## config.mk

```make
export PLATFORM = sky130hd
export DESIGN_NAME = alu_rr_sched
export DESIGN_NICKNAME = d
export VERILOG_FILES = /design/src/rtl/alu_pkg.sv /design/src/rtl/alu.sv /design/src/rtl/rr_arbiter.sv /design/src/rtl/alu_rr_sched.sv
export SDC_FILE = /design/constraint.sdc
export NUM_CORES = 1
export LEC_CHECK = 0
export CELL_PAD_IN_SITES_DETAIL_PLACEMENT = 1
export CELL_PAD_IN_SITES_GLOBAL_PLACEMENT = 1
export CORE_ASPECT_RATIO = 0.8
export CORE_MARGIN = 2
export CORE_UTILIZATION = 36
export DETAILED_ROUTE_END_ITERATION = 8
export PLACE_DENSITY_LB_ADDON = 0.12
export SYNTH_ARGS = -nofsm -noshare
export SYNTH_HDL_FRONTEND = slang
export SYNTH_SLANG_ARGS = --single-unit
```

## constraint.sdc

```tcl
create_clock -name clk -period 10.85 [get_ports clk]
set_clock_uncertainty 0.15 [all_clocks]
set_input_delay 2.17 -clock clk [delete_from_list [all_inputs] [get_ports clk]]
set_output_delay 2.17 -clock clk [all_outputs]
set_load 0.01 [all_outputs]
```

## src/rtl/alu_pkg.sv

```systemverilog
// alu_pkg: ALU control codes, scheduler FSM states and the legal-opcode helper
package alu_pkg;
  typedef logic [2:0] alu_ctrl_t;
  localparam alu_ctrl_t ALU_AND = 3'b000;
  localparam alu_ctrl_t ALU_OR  = 3'b001;
  localparam alu_ctrl_t ALU_ADD = 3'b010;
  localparam alu_ctrl_t ALU_SUB = 3'b110;
  localparam alu_ctrl_t ALU_SLT = 3'b111;
  typedef enum logic [1:0] {IDLE, EXEC, RESP} sched_state_t;
  function automatic logic ctrl_legal(input alu_ctrl_t c);
    return c inside {ALU_AND, ALU_OR, ALU_ADD, ALU_SUB, ALU_SLT};
  endfunction
endpackage

```

## src/rtl/alu.sv

```systemverilog
// alu: combinational AND/OR/ADD/SUB/SLT unit; unused codes yield zero
module alu import alu_pkg::*; #(
  parameter int WIDTH = 32
) (
  input  logic [WIDTH-1:0] a,
  input  logic [WIDTH-1:0] b,
  input  alu_ctrl_t        alucontrol,
  output logic [WIDTH-1:0] result
);
  logic [WIDTH-1:0] diff;
  assign diff = a - b;
  assign result = alucontrol == ALU_AND ? a & b :
                  alucontrol == ALU_OR  ? a | b :
                  alucontrol == ALU_ADD ? a + b :
                  alucontrol == ALU_SUB ? diff :
                  alucontrol == ALU_SLT ? WIDTH'(diff[WIDTH-1]) : '0;
endmodule

```

## src/rtl/rr_arbiter.sv

```systemverilog
// rr_arbiter: combinational round-robin pick starting just after last_grant, with wrap
module rr_arbiter #(
  parameter int NREQ = 4
) (
  input  logic [NREQ-1:0]         req,
  input  logic [$clog2(NREQ)-1:0] last_grant,
  output logic [NREQ-1:0]         gnt,
  output logic [$clog2(NREQ)-1:0] gnt_idx
);
  localparam int IDW = $clog2(NREQ);
  int   idx;
  logic found;
  // scan NREQ slots from last_grant+1; the first valid one wins
  always_comb begin
    idx = 0;
    found = 1'b0;
    gnt_idx = '0;
    for (int k = 1; k <= NREQ; k++) begin
      idx = (int'(last_grant) + k) % NREQ;
      if (!found && req[idx[IDW-1:0]]) begin
        found = 1'b1;
        gnt_idx = idx[IDW-1:0];
      end
    end
    gnt = found ? NREQ'(1) << gnt_idx : '0;
  end
endmodule

```

## src/rtl/alu_rr_sched.sv

```systemverilog
// alu_rr_sched: shares one ALU among NREQ requesters in round-robin order.
// Optional macro ALU_RR_ILLEGAL_CHK_EN adds rsp_err and zeroes results of illegal codes.
module alu_rr_sched import alu_pkg::*; #(
  parameter int NREQ  = 4,
  parameter int WIDTH = 32
) (
  input  logic                    clk,
  input  logic                    reset,
  input  logic [NREQ-1:0]         req_valid,
  output logic [NREQ-1:0]         req_ready,
  input  logic [NREQ*WIDTH-1:0]   req_a,
  input  logic [NREQ*WIDTH-1:0]   req_b,
  input  logic [NREQ*3-1:0]       req_ctrl,
  output logic                    rsp_valid,
  input  logic                    rsp_ready,
  output logic [$clog2(NREQ)-1:0] rsp_id,
  output logic [WIDTH-1:0]        rsp_result,
  output logic                    busy
`ifdef ALU_RR_ILLEGAL_CHK_EN
  ,
  output logic                    rsp_err
`endif
);
  localparam int IDW = $clog2(NREQ);
  sched_state_t     state_q, state_d;
  logic [IDW-1:0]   last_q, last_d, gnt_idx, rsp_id_q, rsp_id_d;
  logic [WIDTH-1:0] a_q, a_d, b_q, b_d, alu_res, res_q, res_d;
  alu_ctrl_t        ctrl_q, ctrl_d;
  logic             rsp_valid_q, rsp_valid_d, err_q, err_d;
  logic [NREQ-1:0]  gnt;
  rr_arbiter #(.NREQ(NREQ)) u_arb (
    .req(req_valid), .last_grant(last_q), .gnt(gnt), .gnt_idx(gnt_idx)
  );
  alu #(.WIDTH(WIDTH)) u_alu (
    .a(a_q), .b(b_q), .alucontrol(ctrl_q), .result(alu_res)
  );
  // ready only while idle; gated by reset so it reads zero during reset as well
  assign req_ready = (state_q == IDLE && !reset) ? gnt : '0;
  assign busy = state_q != IDLE;
  assign rsp_valid = rsp_valid_q;
  assign rsp_id = rsp_id_q;
  assign rsp_result = res_q;
`ifdef ALU_RR_ILLEGAL_CHK_EN
  assign rsp_err = err_q;
`endif
  // next-state: accept in IDLE, capture ALU result in EXEC, hold in RESP until taken
  always_comb begin
    state_d = state_q;
    last_d = last_q;
    a_d = a_q;
    b_d = b_q;
    ctrl_d = ctrl_q;
    rsp_valid_d = rsp_valid_q;
    rsp_id_d = rsp_id_q;
    res_d = res_q;
    err_d = err_q;
    case (state_q)
      IDLE: if (|req_valid) begin
        state_d = EXEC;
        last_d = gnt_idx;
        a_d = req_a[gnt_idx*WIDTH +: WIDTH];
        b_d = req_b[gnt_idx*WIDTH +: WIDTH];
        ctrl_d = req_ctrl[gnt_idx*3 +: 3];
      end
      EXEC: begin
        state_d = RESP;
        rsp_valid_d = 1'b1;
        rsp_id_d = last_q;
`ifdef ALU_RR_ILLEGAL_CHK_EN
        res_d = ctrl_legal(ctrl_q) ? alu_res : '0;
        err_d = !ctrl_legal(ctrl_q);
`else
        res_d = alu_res;
        err_d = 1'b0;
`endif
      end
      RESP: if (rsp_ready) begin
        state_d = IDLE;
        rsp_valid_d = 1'b0;
      end
      default: state_d = IDLE;
    endcase
  end
  // state and datapath registers; reset discards any in-flight op
  always_ff @(posedge clk or posedge reset) begin
    if (reset) begin
      state_q <= IDLE;
      last_q <= IDW'(NREQ - 1);
      a_q <= '0;
      b_q <= '0;
      ctrl_q <= '0;
      rsp_valid_q <= 1'b0;
      rsp_id_q <= '0;
      res_q <= '0;
      err_q <= 1'b0;
    end else begin
      state_q <= state_d;
      last_q <= last_d;
      a_q <= a_d;
      b_q <= b_d;
      ctrl_q <= ctrl_d;
      rsp_valid_q <= rsp_valid_d;
      rsp_id_q <= rsp_id_d;
      res_q <= res_d;
      err_q <= err_d;
    end
  end
endmodule

```

==> impl_metrics.yaml <==
layout:
  nNetsFinal: 2179
  area_delta_synth_final_pct: 34.2
  fillers: 3706
  final_common_cell: "clkdlybuf4s50_1"
  drive_above_1_share_pct: 2.76
  final_area_um2: 14200
  final_cell_mix: "clkdlybuf4s50_1, nor2_1, nand2_1, o21ai_0, inv_1"
pwr:
  irDropWorstVdd_uv: 103
  clock_power_share_pct: 7.2
  pwr_density_cell_nw_per_um2: 331
  p_int_mw: 2.06
  p_sw_share_pct: 56.0
  p_sw_mw: 2.62
  p_comb_share_pct: 74.6
  power_mw: 4.68
  power.share.sequential_pct: 18.2
  power_leakage_nw: 6.18
global_routing:
  grt_util_all_layers_pct: 28.1
  grt_max_degree: 98
  antenna_found_initial: 8
  met1_usage_pct: 40.1
  top_usage_layer: "met2"
  grt.met2_usage_pct: 42.6
  grt_overflow: 0
  grt_pass1_vias: 11700
  use_met3_pct: 5.89
  grt_pass1_wl_mm: 66.6
run_status:
  run_status: "complete, no violations"
synth:
  yosysWarnings: 0
  syn-cell-area_um2: 10600
  synth-async-reset-ratio_pct: 100
  ys_types: 71
  synth_cells: 1581
  syn_area_per_cell_um2: 6.68
  syn-num-nets: 1953
  ys_ff_latch: 106
  synth_edf_count: 0
  seq_area_frac_synth_pct: 25.2
  synth_ff_type: "dfrtp_1"
clock_tree:
  cts-buffers-inserted: 9
  cts.sinks: 106
  htreeDepth: 3
  cts_root_buf: "clkbuf_16"
  cts_resized: 0
  cts_setup_buffers: 0
  clkLatencyLatePin_ns: 0.37
  tritoncts: "yes"
  holdBufCountCts: 0
  clock_path_buffers: 2
  clk_pin_slew_ns: 0.08
sta:
  max_freq_mhz: 141
  slew_headroom_pct: 28.4
  min_period_ns: 7.11
  rsz0062_at_grt: "no"
  hold_slack_ns: 0.326
  final-setup-viol-count: 0
  slew_viol_final: 0
  finalWorstSetupSlack_ns: 3.74
  tightest_slew_ns: 1.07
  final.setup.tns_ns: 0
  hold_viol_final: 0
  finalCritPeriodShare_pct: 65.5
run:
  maxCapViolCount: 0
detailed_routing:
  drt-total-wl_mm: 43.8
  via_per_inst: 5.37
  drtIter0Drc: 754
  first_pass_iters: 5
  drc: 0
  antenna_left: 0
  post_drt_wl_per_cell_um: 19.9
  vias: 11800
setup_path:
  worstSetupPathType: "in -> out"
  crit_required_ns: 8.53
  cp.arrival_ns: 4.79
  endpoint_kind: "primary output"
  setup.worst_path.start_class: "input port"
  worstPathMaxFanout: 41
floorplanning:
  coreArea_um2: 29100
  die_y_um: 157
  die_w_um: 195
  io_pins: 315
  start_util_pct: 36.3
  dieArea_um2: 30700
  rows: 56
placement:
  place.gp.congestion: 0.933
  io_buffers: 314
  place_area_um2: 13900
  place_hpwl_mm: 34.4
  post-place-ws_ns: 3.77
worst_hold_path:
  hold_class: "reg -> reg"
==> final timing paths <==
path	slack [ns]	start	cells after the start	end
min in group asynchronous	2.20	reset	2	b_q[8]
max in group asynchronous	7.08	reset	3	ctrl_q[0]
setup / recovery	3.74	req_valid[2]	7	req_ready[0]
hold reg to reg	0.33	rsp_result[19]	2	rsp_result[19]
setup reg to reg	6.87	b_q[11]	12	rsp_result[23]
hold / removal	0.33	rsp_result[19]	2	rsp_result[19]
==> per-stage QoR <==
stage / util, % / instances
2_1_floorplan: - / 1581
3_3_place_gp: 47.7 / 2173
3_5_place_dp: 47.7 / 2173
4_1_cts: 48.7 / 2189
5_1_grt: 48.7 / 2195
6_report: 48.7 / 2195
==> cells by family (layout without fill, tap and decap cells) <==
group	count (synthesis)	in the layout	share of synthesized area [%]
buffers and inverters	218	449	7.95
and+or+nand+nor	706	706	28.1
DFF	106	106	25.2
xor gates and xnor gates	32	32	2.66
AOI/OAI and AO/OA	395	395	22.0
adders and majority gates	97	97	11.6
muxes	27	27	2.58
other	0	6	0
==> final cells by class <==
class / instances / area (um2) / area share (%)
timing repair buffer: 324 / 3220 / 22.7
antenna: 6 / 15.0 / 0.106
inverter: 109 / 412 / 2.91
sequential: 106 / 2660 / 18.8
clock buffer: 10 / 239 / 1.69
multi-input combinational: 1257 / 7100 / 50.1
clock inverter: 6 / 50.0 / 0.353
tap: 377 / 472 / 3.33
==> power by group through the flow <==
stage               clock, mW  combinational [mW]  sequential [mW]
finish                  0.337                3.49            0.853
global route            0.357                3.88            0.882
CTS                     0.343                3.46            0.850
detailed placement          0                3.43            0.856
global placement            0                3.35            0.840
floorplan                   0                2.41            0.761
==> sequential cells by signal (all words and copies together), names as in the netlist <==
register    cells
rsp_result     32
a_q            32
ctrl_q          3
b_q            32
rsp_valid       1
rsp_id          2
state_q         2
last_q          2
==> layer usage <==
| layer | vias to the layer above | routed length, um | part of all wire (%) |
|---|---|---|---|
| met5 | - | 29 | 0.066 |
| li1 | 5755 | - | - |
| met2 | 359 | 18800 | 43 |
| met4 | 2 | 741 | 1.7 |
| met3 | 38 | 2860 | 6.5 |
| met1 | 5628 | 21300 | 49 |
==> worst max-delay path: stages <==
cell	delay, ns
clkdlybuf4s50_1	0.59
inv_1	0.07
a21oi_1	0.13
o32ai_1	0.17
a21oi_4	0.83
and3_1	0.28
clkdlybuf4s50_1	0.55
==> Yosys cell counts, drive strengths merged (10+ instances only) <==
master  number  area share, %
nand3       80            3.8
inv        108            3.8
o31ai       11           0.83
clkbuf      82            2.9
o21ai      206            9.8
mux2i       25            2.4
a221oi      15            1.3
a21oi       85            4.1
ha          95             11
dfrtp      104             25
xnor2       25            2.1
nor3        15           0.71
nor2b       15           0.89
buf         27            1.2
a22oi       13            1.0
nor2       288             10
nor4        10           0.65
nand2      255            9.1
(Power assumes the default switching activity.)
